File: config.mk
export PLATFORM = sky130hd
export DESIGN_NAME = rdata_packetizer
export DESIGN_NICKNAME = d
export VERILOG_FILES = /design/src/rtl/rdata_packetizer_pkg.sv /design/src/rtl/axis_out_reg.sv /design/src/rtl/rdata_packetizer.sv
export SDC_FILE = /design/constraint.sdc
export NUM_CORES = 2
export LEC_CHECK = 0
export ABC_CLOCK_PERIOD_IN_PS = 5880
export CAP_MARGIN = 20
export CORE_AREA = 8 8 459 461
export CTS_BUF_LIST = sky130_fd_sc_hd__clkbuf_16
export DETAILED_ROUTE_END_ITERATION = 10
export DIE_AREA = 0 0 467 469
export MAX_ROUTING_LAYER = met4
export PLACE_DENSITY = 0.53
export SETUP_SLACK_MARGIN = 0.5
export SLEW_MARGIN = 0
export SYNTH_ARGS = -nofsm -noshare
export SYNTH_HDL_FRONTEND = slang
export SYNTH_SLANG_ARGS = --single-unit
File: constraint.sdc
create_clock -name axi_aclk -period 5.88 [get_ports axi_aclk]
set_clock_uncertainty 0.1 [all_clocks]
set_input_delay 0.588 -clock axi_aclk [delete_from_list [all_inputs] [get_ports axi_aclk]]
set_output_delay 0.588 -clock axi_aclk [all_outputs]
set_load 0.05 [all_outputs]
File: src/rtl/rdata_packetizer_pkg.sv
`default_nettype none
// ============================================================================
// rdata_packetizer_pkg - shared types and constants for the read-data packetizer
// Rev 1.0
// ============================================================================
package rdata_packetizer_pkg;

    typedef enum logic [1:0] {
        EMPTY   = 2'd0,
        HOLDING = 2'd1,
        FLUSH   = 2'd2
    } state_t;

    localparam logic KEEP_ALL = 1'b1;

endpackage : rdata_packetizer_pkg
`default_nettype wire

File: src/rtl/axis_out_reg.sv
`default_nettype none
// ============================================================================
// axis_out_reg - single-entry AXIS output register, reloadable while consumed
// Rev 1.0
// ============================================================================
module axis_out_reg #(
    parameter int DATA_WIDTH = 512
) (
    input  logic                  clk,
    input  logic                  rst_n,
    input  logic                  i_load,
    input  logic [DATA_WIDTH-1:0] i_data,
    input  logic                  i_last,
    input  logic                  i_ready,
    output logic                  o_valid,
    output logic [DATA_WIDTH-1:0] o_data,
    output logic                  o_last,
    output logic                  o_free
);

    logic                  r_valid;
    logic                  r_last;
    logic [DATA_WIDTH-1:0] r_data;

    always_ff @(posedge clk or negedge rst_n) begin
        if (!rst_n) begin
            r_valid <= 1'b0;
            r_last  <= 1'b0;
            r_data  <= '0;
        end else if (i_load) begin
            r_valid <= 1'b1;
            r_last  <= i_last;
            r_data  <= i_data;
        end else if (i_ready) begin
            r_valid <= 1'b0;
            r_last  <= 1'b0;
        end
    end

    // Free when empty or being drained this cycle.
    assign o_free  = !r_valid || i_ready;
    assign o_valid = r_valid;
    assign o_last  = r_last;
    assign o_data  = r_data;

endmodule : axis_out_reg
`default_nettype wire

File: src/rtl/rdata_packetizer.sv
`default_nettype none
// ============================================================================
// rdata_packetizer - re-frames single-beat read data into fixed-size packets
// Rev 1.0
// ============================================================================
module rdata_packetizer #(
    parameter int DATA_WIDTH = 512,
    parameter int KEEP_WIDTH = DATA_WIDTH / 8,
    parameter int CNT_WIDTH  = 16,
    parameter int TMO_WIDTH  = 16
) (
    input  logic                  axi_aclk,
    input  logic                  axi_aresetn,
    input  logic                  cfg_enable,
    input  logic [CNT_WIDTH-1:0]  cfg_pkt_beats,
    input  logic [TMO_WIDTH-1:0]  cfg_timeout,
    input  logic [DATA_WIDTH-1:0] s_axis_tdata,
    input  logic                  s_axis_tvalid,
    output logic                  s_axis_tready,
    input  logic                  s_axis_tlast,
    output logic [DATA_WIDTH-1:0] m_axis_tdata,
    output logic [KEEP_WIDTH-1:0] m_axis_tkeep,
    output logic                  m_axis_tlast,
    output logic                  m_axis_tvalid,
    input  logic                  m_axis_tready,
    output logic [31:0]           stat_beats,
    output logic [31:0]           stat_pkts,
    output logic [15:0]           stat_flushes,
    output logic                  busy
);

    import rdata_packetizer_pkg::*;

    state_t                r_state;
    state_t                w_state_n;
    logic                  r_active;
    logic [CNT_WIDTH-1:0]  r_beat_idx;
    logic [CNT_WIDTH-1:0]  w_beat_idx_n;
    logic [CNT_WIDTH-1:0]  r_pkt_len;
    logic [CNT_WIDTH-1:0]  w_cfg_len;
    logic [CNT_WIDTH-1:0]  w_len;
    logic [TMO_WIDTH-1:0]  r_timer;
    logic [TMO_WIDTH-1:0]  w_timer_n;
    logic                  r_hold_valid;
    logic                  w_hold_valid_n;
    logic                  r_hold_final;
    logic                  w_hold_final_n;
    logic [DATA_WIDTH-1:0] r_hold_data;
    logic [DATA_WIDTH-1:0] w_hold_data_n;
    logic [DATA_WIDTH-1:0] w_load_data;
    logic                  w_load;
    logic                  w_load_last;
    logic                  w_out_free;
    logic                  w_accept;
    logic                  w_is_final;
    logic                  w_tmo_hit;
    logic                  w_flush_req;
    logic                  w_flush_done;
    logic                  w_hs;
    logic                  w_unused;
    logic [31:0]           r_stat_beats;
    logic [31:0]           r_stat_pkts;
    logic [15:0]           r_stat_flushes;

    assign w_unused = s_axis_tlast;

    // r_active keeps tready low while in reset and for the first cycle after.
    assign s_axis_tready = r_active && cfg_enable && (r_state != FLUSH) && w_out_free;
    assign w_accept      = s_axis_tvalid && s_axis_tready;

    assign w_cfg_len  = (cfg_pkt_beats == '0) ? CNT_WIDTH'(1) : cfg_pkt_beats;
    assign w_len      = (r_beat_idx == '0) ? w_cfg_len : r_pkt_len;
    assign w_is_final = (r_beat_idx == (w_len - CNT_WIDTH'(1)));
    assign w_tmo_hit  = (cfg_timeout != '0) && (r_timer == (cfg_timeout - TMO_WIDTH'(1)));

    // A held final beat is never flushed; it leaves as soon as the output frees.
    assign w_flush_req = (r_state == FLUSH) ||
                         ((r_state == HOLDING) && !r_hold_final && !w_accept &&
                          (!cfg_enable || w_tmo_hit));

    always_comb begin
        w_load         = 1'b0;
        w_load_data    = r_hold_data;
        w_load_last    = r_hold_final;
        w_hold_valid_n = r_hold_valid;
        w_hold_final_n = r_hold_final;
        w_hold_data_n  = r_hold_data;
        w_beat_idx_n   = r_beat_idx;
        w_flush_done   = 1'b0;

        if (w_accept) begin
            w_load = r_hold_valid;
            if (w_is_final && !r_hold_valid) begin
                w_load      = 1'b1;
                w_load_data = s_axis_tdata;
                w_load_last = 1'b1;
            end else begin
                w_hold_valid_n = 1'b1;
                w_hold_final_n = w_is_final;
                w_hold_data_n  = s_axis_tdata;
            end
            w_beat_idx_n = w_is_final ? '0 : (r_beat_idx + CNT_WIDTH'(1));
        end else if (w_flush_req) begin
            if (w_out_free) begin
                w_load         = 1'b1;
                w_load_last    = 1'b1;
                w_hold_valid_n = 1'b0;
                w_hold_final_n = 1'b0;
                w_beat_idx_n   = '0;
                w_flush_done   = 1'b1;
            end
        end else if (r_hold_valid && r_hold_final && w_out_free) begin
            w_load         = 1'b1;
            w_hold_valid_n = 1'b0;
            w_hold_final_n = 1'b0;
        end

        if (w_flush_req && !w_out_free) begin
            w_state_n = FLUSH;
        end else if (w_hold_valid_n) begin
            w_state_n = HOLDING;
        end else begin
            w_state_n = EMPTY;
        end

        if (w_accept || (w_state_n == EMPTY)) begin
            w_timer_n = '0;
        end else if ((r_state == HOLDING) && (r_timer != '1)) begin
            w_timer_n = r_timer + TMO_WIDTH'(1);
        end else begin
            w_timer_n = r_timer;
        end
    end

    assign w_hs = m_axis_tvalid && m_axis_tready;

    always_ff @(posedge axi_aclk or negedge axi_aresetn) begin
        if (!axi_aresetn) begin
            r_state        <= EMPTY;
            r_active       <= 1'b0;
            r_beat_idx     <= '0;
            r_pkt_len      <= CNT_WIDTH'(1);
            r_timer        <= '0;
            r_hold_valid   <= 1'b0;
            r_hold_final   <= 1'b0;
            r_hold_data    <= '0;
            r_stat_beats   <= '0;
            r_stat_pkts    <= '0;
            r_stat_flushes <= '0;
        end else begin
            r_state      <= w_state_n;
            r_active     <= 1'b1;
            r_beat_idx   <= w_beat_idx_n;
            r_timer      <= w_timer_n;
            r_hold_valid <= w_hold_valid_n;
            r_hold_final <= w_hold_final_n;
            r_hold_data  <= w_hold_data_n;
            if (w_accept && (r_beat_idx == '0)) begin
                r_pkt_len <= w_cfg_len;
            end
            if (w_hs) begin
                r_stat_beats <= r_stat_beats + 32'd1;
                if (m_axis_tlast) begin
                    r_stat_pkts <= r_stat_pkts + 32'd1;
                end
            end
            if (w_flush_done) begin
                r_stat_flushes <= r_stat_flushes + 16'd1;
            end
        end
    end

    axis_out_reg #(
        .DATA_WIDTH (DATA_WIDTH)
    ) u_out_reg (
        .clk     (axi_aclk),
        .rst_n   (axi_aresetn),
        .i_load  (w_load),
        .i_data  (w_load_data),
        .i_last  (w_load_last),
        .i_ready (m_axis_tready),
        .o_valid (m_axis_tvalid),
        .o_data  (m_axis_tdata),
        .o_last  (m_axis_tlast),
        .o_free  (w_out_free)
    );

    assign m_axis_tkeep = {KEEP_WIDTH{KEEP_ALL}};
    assign stat_beats   = r_stat_beats;
    assign stat_pkts    = r_stat_pkts;
    assign stat_flushes = r_stat_flushes;
    assign busy         = r_hold_valid || m_axis_tvalid;

endmodule : rdata_packetizer
`default_nettype wire

### Word level (Yosys, flattened, before mapping)

Cells that the tools add are included.

| storage, ports and cells | value |
|---|---|
| register bits | 1159 |
| input port bits | 550 |
| output and inout port bits | 660 |

| cells by class | value |
|---|---|
| add/sub/neg operators | 7 |
| reduce and logical (&&, ||, !) cells | 39 |
| muxes and demuxes | 36 |
| bitwise logic cells | 1 |
| equal/unequal tests | 8 |

Operator list:

| kind | count |
|---|---|
| $mux 512 | 2 |
| $mux 16 | 8 |
| $add 32x1->32 const B | 2 |
| $add 16x1->16 const B | 3 |
| $eq 16x16->1 | 2 |
| $logic_not 16->1 | 2 |
| $sub 16x1->16 const B | 2 |
| $mux 1 | 25 |
| $ne 16x16->1 const B | 1 |
| $reduce_bool 16->1 | 1 |
| $logic_and 1x1->1 | 15 |
| $reduce_bool 2->1 | 4 |
| $logic_not 1->1 | 6 |
| $reduce_and 2->1 | 3 |
| $logic_or 1x1->1 | 5 |
| $ne 2x2->1 const B | 2 |
| $ne 3x3->1 const B | 1 |
| $reduce_and 3->1 | 1 |
| $reduce_bool 3->1 | 1 |
| $eq 2x1->1 const B | 1 |
| $eq 2x2->1 const B | 1 |
| $logic_not 2->1 | 1 |
| $mux 2 | 1 |
| $not 1->1 | 1 |

### Depth between registers and ports, before layout

| logic depth | value |
|---|---|
| depth after elaboration | 15 |
| depth in mapped cells | 20 |

### By module

From an unflattened synthesis, not the netlist that was laid out.

| unflattened totals | value |
|---|---|
| cell total of the unflattened synthesis | 3594 |
| area total of the unflattened synthesis | 55552.0 µm² |

Modules (own cells, without submodules):

| module | seq. area each (µm²) | instances | cells an instance | area each (µm²) |
|---|---|---|---|---|
| rdata_packetizer | 16141.7 | 1 | 2507 | 35091.2 |
| axis_out_reg | 12862.3 | 1 | 1087 | 20460.9 |

### Least setup slack after synthesis

No wires, ideal clock.

| timing path | value |
|---|---|
| path kind | reg-to-reg |
| from | register r_beat_idx[8] |
| to | register r_hold_data[356] |
| library setup time | 0.125 ns |
| setup slack | 0.778 ns |
| stages on the path, launching flop included | 19 |
| arrival time | 4.877 ns |
| buffers on the path | 5 |
| required time | 5.655 ns |
| cells stage by stage | dfrtp_1 -> clkbuf_1 -> nor4_1 -> nand4_1 -> clkbuf_1 -> mux2i_1 -> ha_1 -> or3b_1 -> or3_1 -> nand3_1 -> o21ai_1 -> xnor2_1 -> or3_1 -> or4_1 -> buf_2 -> o21ai_2 -> buf_2 -> buf_4 -> mux2_2 |

| between the ends | value |
|---|---|
| word-level cells in the longest chain between the ends | 7 |

RTL lines:

| what | line | RTL |
|---|---|---|
| start, declared | rdata_packetizer.sv:37 | `logic [CNT_WIDTH-1:0] r_beat_idx;` |
| start signal, assigned | rdata_packetizer.sv:153 | `r_beat_idx <= w_beat_idx_n;` |
| $logic_not 16->1 | rdata_packetizer.sv:72 | `assign w_len = (r_beat_idx == '0) ? w_cfg_len : r_pkt_len;` |
| $mux 16 | rdata_packetizer.sv:72 |  |
| $sub 16x1->16 | rdata_packetizer.sv:73 | `assign w_is_final = (r_beat_idx == (w_len - CNT_WIDTH'(1)));` |
| $eq 16x16->1 (*) | rdata_packetizer.sv:73 |  |
| $logic_and 1x1->1 (*) | rdata_packetizer.sv:93 | `if (w_is_final && !r_hold_valid) begin` |
| $not 1->1 (no source line) (*) | -- |  |
| $reduce_and 2->1 (no source line) (*) | -- |  |
| end signal, assigned | rdata_packetizer.sv:157 | `r_hold_data <= w_hold_data_n;` |
| end, declared | rdata_packetizer.sv:48 | `logic [DATA_WIDTH-1:0] r_hold_data;` |

Mark *: on every way between the ends. The rest lies on a longest branch, timed or not.
A chain may end at the register's enable or synchronous reset.

### Final worst setup path

| timing path | value |
|---|---|
| from | register r_beat_idx[0] |
| to | register r_hold_data[375] |

The elaborated chain is that of the path after synthesis.

==> flow_summary.json <==
{
  "synth-edff-count": 0,
  "initial_utilization_pct": 25.30,
  "area_growth_pct": 38.94,
  "ctsLongestPathBuffers": 3,
  "yosysWarnings": 0,
  "clock_latency_ns": 0.80,
  "worstPathRequired_ns": 6.45,
  "max_freq_ghz": 0.1928,
  "die_y_um": 469,
  "grt_usage_pct": 17.48,
  "crit_path_end_kind": "flip-flop",
  "p_leak_uw": 0.02958,
  "final_nets": 5470,
  "setup_violations": 0,
  "cts_buffers": 139,
  "cp.arrival_ns": 5.76,
  "firstDrtPassIters": 5,
  "rows": 166,
  "postRouteAntennaNets": 0,
  "finalSetupTns_ns": 0,
  "ir_worst_vdd_uv": 448.3,
  "final_hold_viol_count": 0,
  "n_fill_cell": 19940,
  "yosysTopAreaCell": "dfrtp_1",
  "dp.cells": 7424,
  "grt_pass1_wl_um": 276800,
  "cp-start-kind": "flip-flop",
  "reg2reg_to": "r_hold_data[375]",
  "coreArea_mm2": 0.2033,
  "cts_root_buffer": "clkbuf_16",
  "yosys.area.top_type_share_pct": 56.33,
  "cts_sinks": 1159,
  "final_cell_count_no_fill": 7779,
  "worst_pin_slew_ns": 1.050,
  "path_class": "reg -> reg",
  "cp_max_fo": 8,
  "ys_types": 63,
  "synthTopCellsByCount": "dfrtp_1 (1158), mux2i_1 (530), mux2_2 (529)",
  "yosys_register_bits": 1159,
  "syn_inst": 3692,
  "grt_pass1_vias": 37160,
  "crit_buf_inv": 8,
  "fin_crit_ns": 5.187,
  "die_width_um": 467,
  "ys_seq_area_share_pct": 56.38,
  "cts_tree": "yes",
  "dominantRegCellSynth": "dfrtp_1",
  "synthArstFlopShare_pct": 100.0,
  "die_area_mm2": 0.2190,
  "synthTopCellsByArea": "dfrtp_1 (56%), mux2_2 (12%), mux2i_1 (10%), a2bb2oi_1 (7.0%), a2bb2oi_2 (2.9%)",
  "htree_levels": 4,
  "rsz0062_at_grt": "true",
  "drc": 0,
  "min_period_over_period_pct": 88.22,
  "final_area_mm2": 0.07147,
  "crit_top_cell": "buf_4",
  "r2r-start": "r_beat_idx[0]",
  "syn_area_per_cell_um2": 13.93,
  "slew_headroom_pct": 29.74,
  "drive_gt1_share_pct": 21.08,
  "crit_family": "simple AND/OR/NAND/NOR gates",
  "crit_cells": 22,
  "gr-total-overflow": 0,
  "io_pins": 1210,
  "io_buffers": 1144,
  "total_power_uw": 40990,
  "routabilityCongestion": 0.8407,
  "reg2reg_depth": 22,
  "routed_wl_um": 197100,
  "via_per_inst": 4.615,
  "power_density_mw_per_mm2": 573.5,
  "slowest_delay_ns": 0.55,
  "status": "complete, no violations",
  "setup_ws_ns": 0.6928,
  "grt_max_degree": 150,
  "post-dp-hpwl_um": 147300,
  "antenna_found_initial": 89,
  "maxCapViolCount": 0,
  "yosysMostFrequentCell": "dfrtp_1",
  "rrSetupSlack_ns": 0.69,
  "place_ws_ns": -0.08176,
  "crit_chain": "inv_2 > ha_1 > nor3b_4 > nand4_1 > buf_4 > buf_4 > o21a_1 > ha_4 > or3b_4 > o41a_1 > nor3_2 > nor3_1 > nor4b_4 > o2111ai_2 > or4_4 > o21ai_4 > buf_12 > buf_16 > buf_4 > clkbuf_16 > buf_4 > mux2_2",
  "routed-via-count": 35900,
  "slew_violations": 0,
  "cp_slowest_cell": "or4_4",
  "drt_iter0_drc": 1923,
  "place_area_mm2": 0.06630,
  "wire_per_inst_um": 25.34,
  "syn_area_mm2": 0.05144,
  "hp-class": "in -> async",
  "clk_pin_slew_worst_paths_ns": 0.06
}
## worst register-to-register path, delay by kind of cell (launching register included)
| kind | cells | cell delay (ns) |
|---|---|---|
| multiplexers | 1 | 0.32 |
| adder cells (fa/ha/maj) | 2 | 0.37 |
| buffers and inverters | 8 | 1.11 |
| flip-flops | 1 | 0.40 |
| AND/OR/NAND/NOR | 7 | 1.97 |
| AO/OA/AOI/OAI | 4 | 0.83 |
## sequential cells by signal, indices dropped and copies added, names as in the netlist
signal	count
u_out_reg.o_valid	1
r_hold_final	1
u_out_reg.o_last	1
stat_flushes	16
stat_beats	32
r_timer	16
r_hold_data	512
r_active	1
r_hold_valid	1
r_beat_idx	16
r_pkt_len	16
stat_pkts	32
u_out_reg.o_data	512
r_state	2
## power breakdown
part           internal (µW)  total (µW)  switching (µW)
logic                   7450       19500           12100
registers              11200       13300            2070
clock network           4600        8160            3570
## area by class of cell
type                       count  area, µm²  share of cell area, %
sequential                  1159      29010                  40.59
antenna                       76      190.2                 0.2661
clock buffer                 143       3578                  5.007
clock inverter               101      695.7                 0.9734
inverter                      31      116.4                 0.1628
tap                         2688       3363                  4.706
multi-input combinational   2235      20650                  28.90
timing repair buffer        1346      13860                  19.40
## per-layer routing
metal,part of all wire [%],track usage (%),up-vias
met5,0,-,-
met4,2.3,4.327,0
met2,47,27.71,1118
met3,9.8,7.676,212
met1,41,20.41,18420
li1,-,-,16150
## cells by family (layout without fill, tap and decap cells)
family / after synthesis / in the layout / synth area share [%]
AND/OR/NAND/NOR: 351 / 351 / 3.614
buffers and inverters: 362 / 1621 / 4.315
AO/OA/AOI/OAI: 619 / 619 / 11.33
multiplexers: 1059 / 1059 / 21.89
flip-flops: 1159 / 1159 / 56.38
adder cells (fa/ha/maj): 8 / 8 / 0.1946
other: 1 / 141 / 0.007290
XOR/XNOR: 133 / 133 / 2.264
## how the worst max path moves through the flow
| stage | slack, ns | from | to |
|---|---|---|---|
| 3_5_place_dp | -0.08 | cfg_pkt_beats[10] | r_hold_data[333] |
| 4_1_cts | 0.50 | r_beat_idx[0] | r_hold_data[428] |
| 6_report | 0.69 | r_beat_idx[0] | r_hold_data[375] |
| 5_1_grt | 0.48 | r_beat_idx[0] | r_hold_data[499] |
| 2_1_floorplan | 0.78 | r_beat_idx[8] | r_hold_data[356] |
| 3_3_place_gp | -0.01 | cfg_pkt_beats[10] | r_hold_data[344] |
## what timing repair did
item,4_1_cts,5_1_grt
resized for setup,5,44
setup endpoints to repair,956,992
pin swaps,2,11
endpoints found under the hold margin,89,0
cloned,0,12
setup buffers,3,19
hold buffers,1,0
## placed cells by master (no fill, tap or decap), drive strengths merged, types with 5 or more instances in the layout
cell           netlist  routed
conb                 1      65
nand4               34      34
o21ai               31      31
clkbuf             127     151
dfrtp             1158    1158
a2bb2oi            513     513
and3                23      23
o31a                 5       5
xor2                39      39
o31ai                5       5
nor3                33      33
clkdlybuf4s50        0    1143
nor3b                5       5
buf                204     194
mux2               529     529
nor4b                6       6
inv                 31      71
o21bai               5       5
mux2i              530     530
nor2                62      62
or3                 11      11
or4                 11      11
diode                0      76
a21oi                9       9
nand2               54      54
and4                 5       5
nor4                20      20
o211ai               7       7
xnor2               94      94
nand3               63      63
ha                   8       8
clkinv               0      53
a31oi               17      17
or2                  5       5
## metrics by stage
| step | util, % | hold slack [ns] |
|---|---|---|
| final | 35.15 | 0.2577 |
| after CTS | 34.74 | 0.1987 |
| after global placement | 32.61 | 0.3555 |
| after floorplan | - | 0.1924 |
| after global routing | 35.15 | 0.2278 |
| after detailed placement | 32.61 | 0.3586 |
No activity file was read; power rests on OpenSTA's default activity.
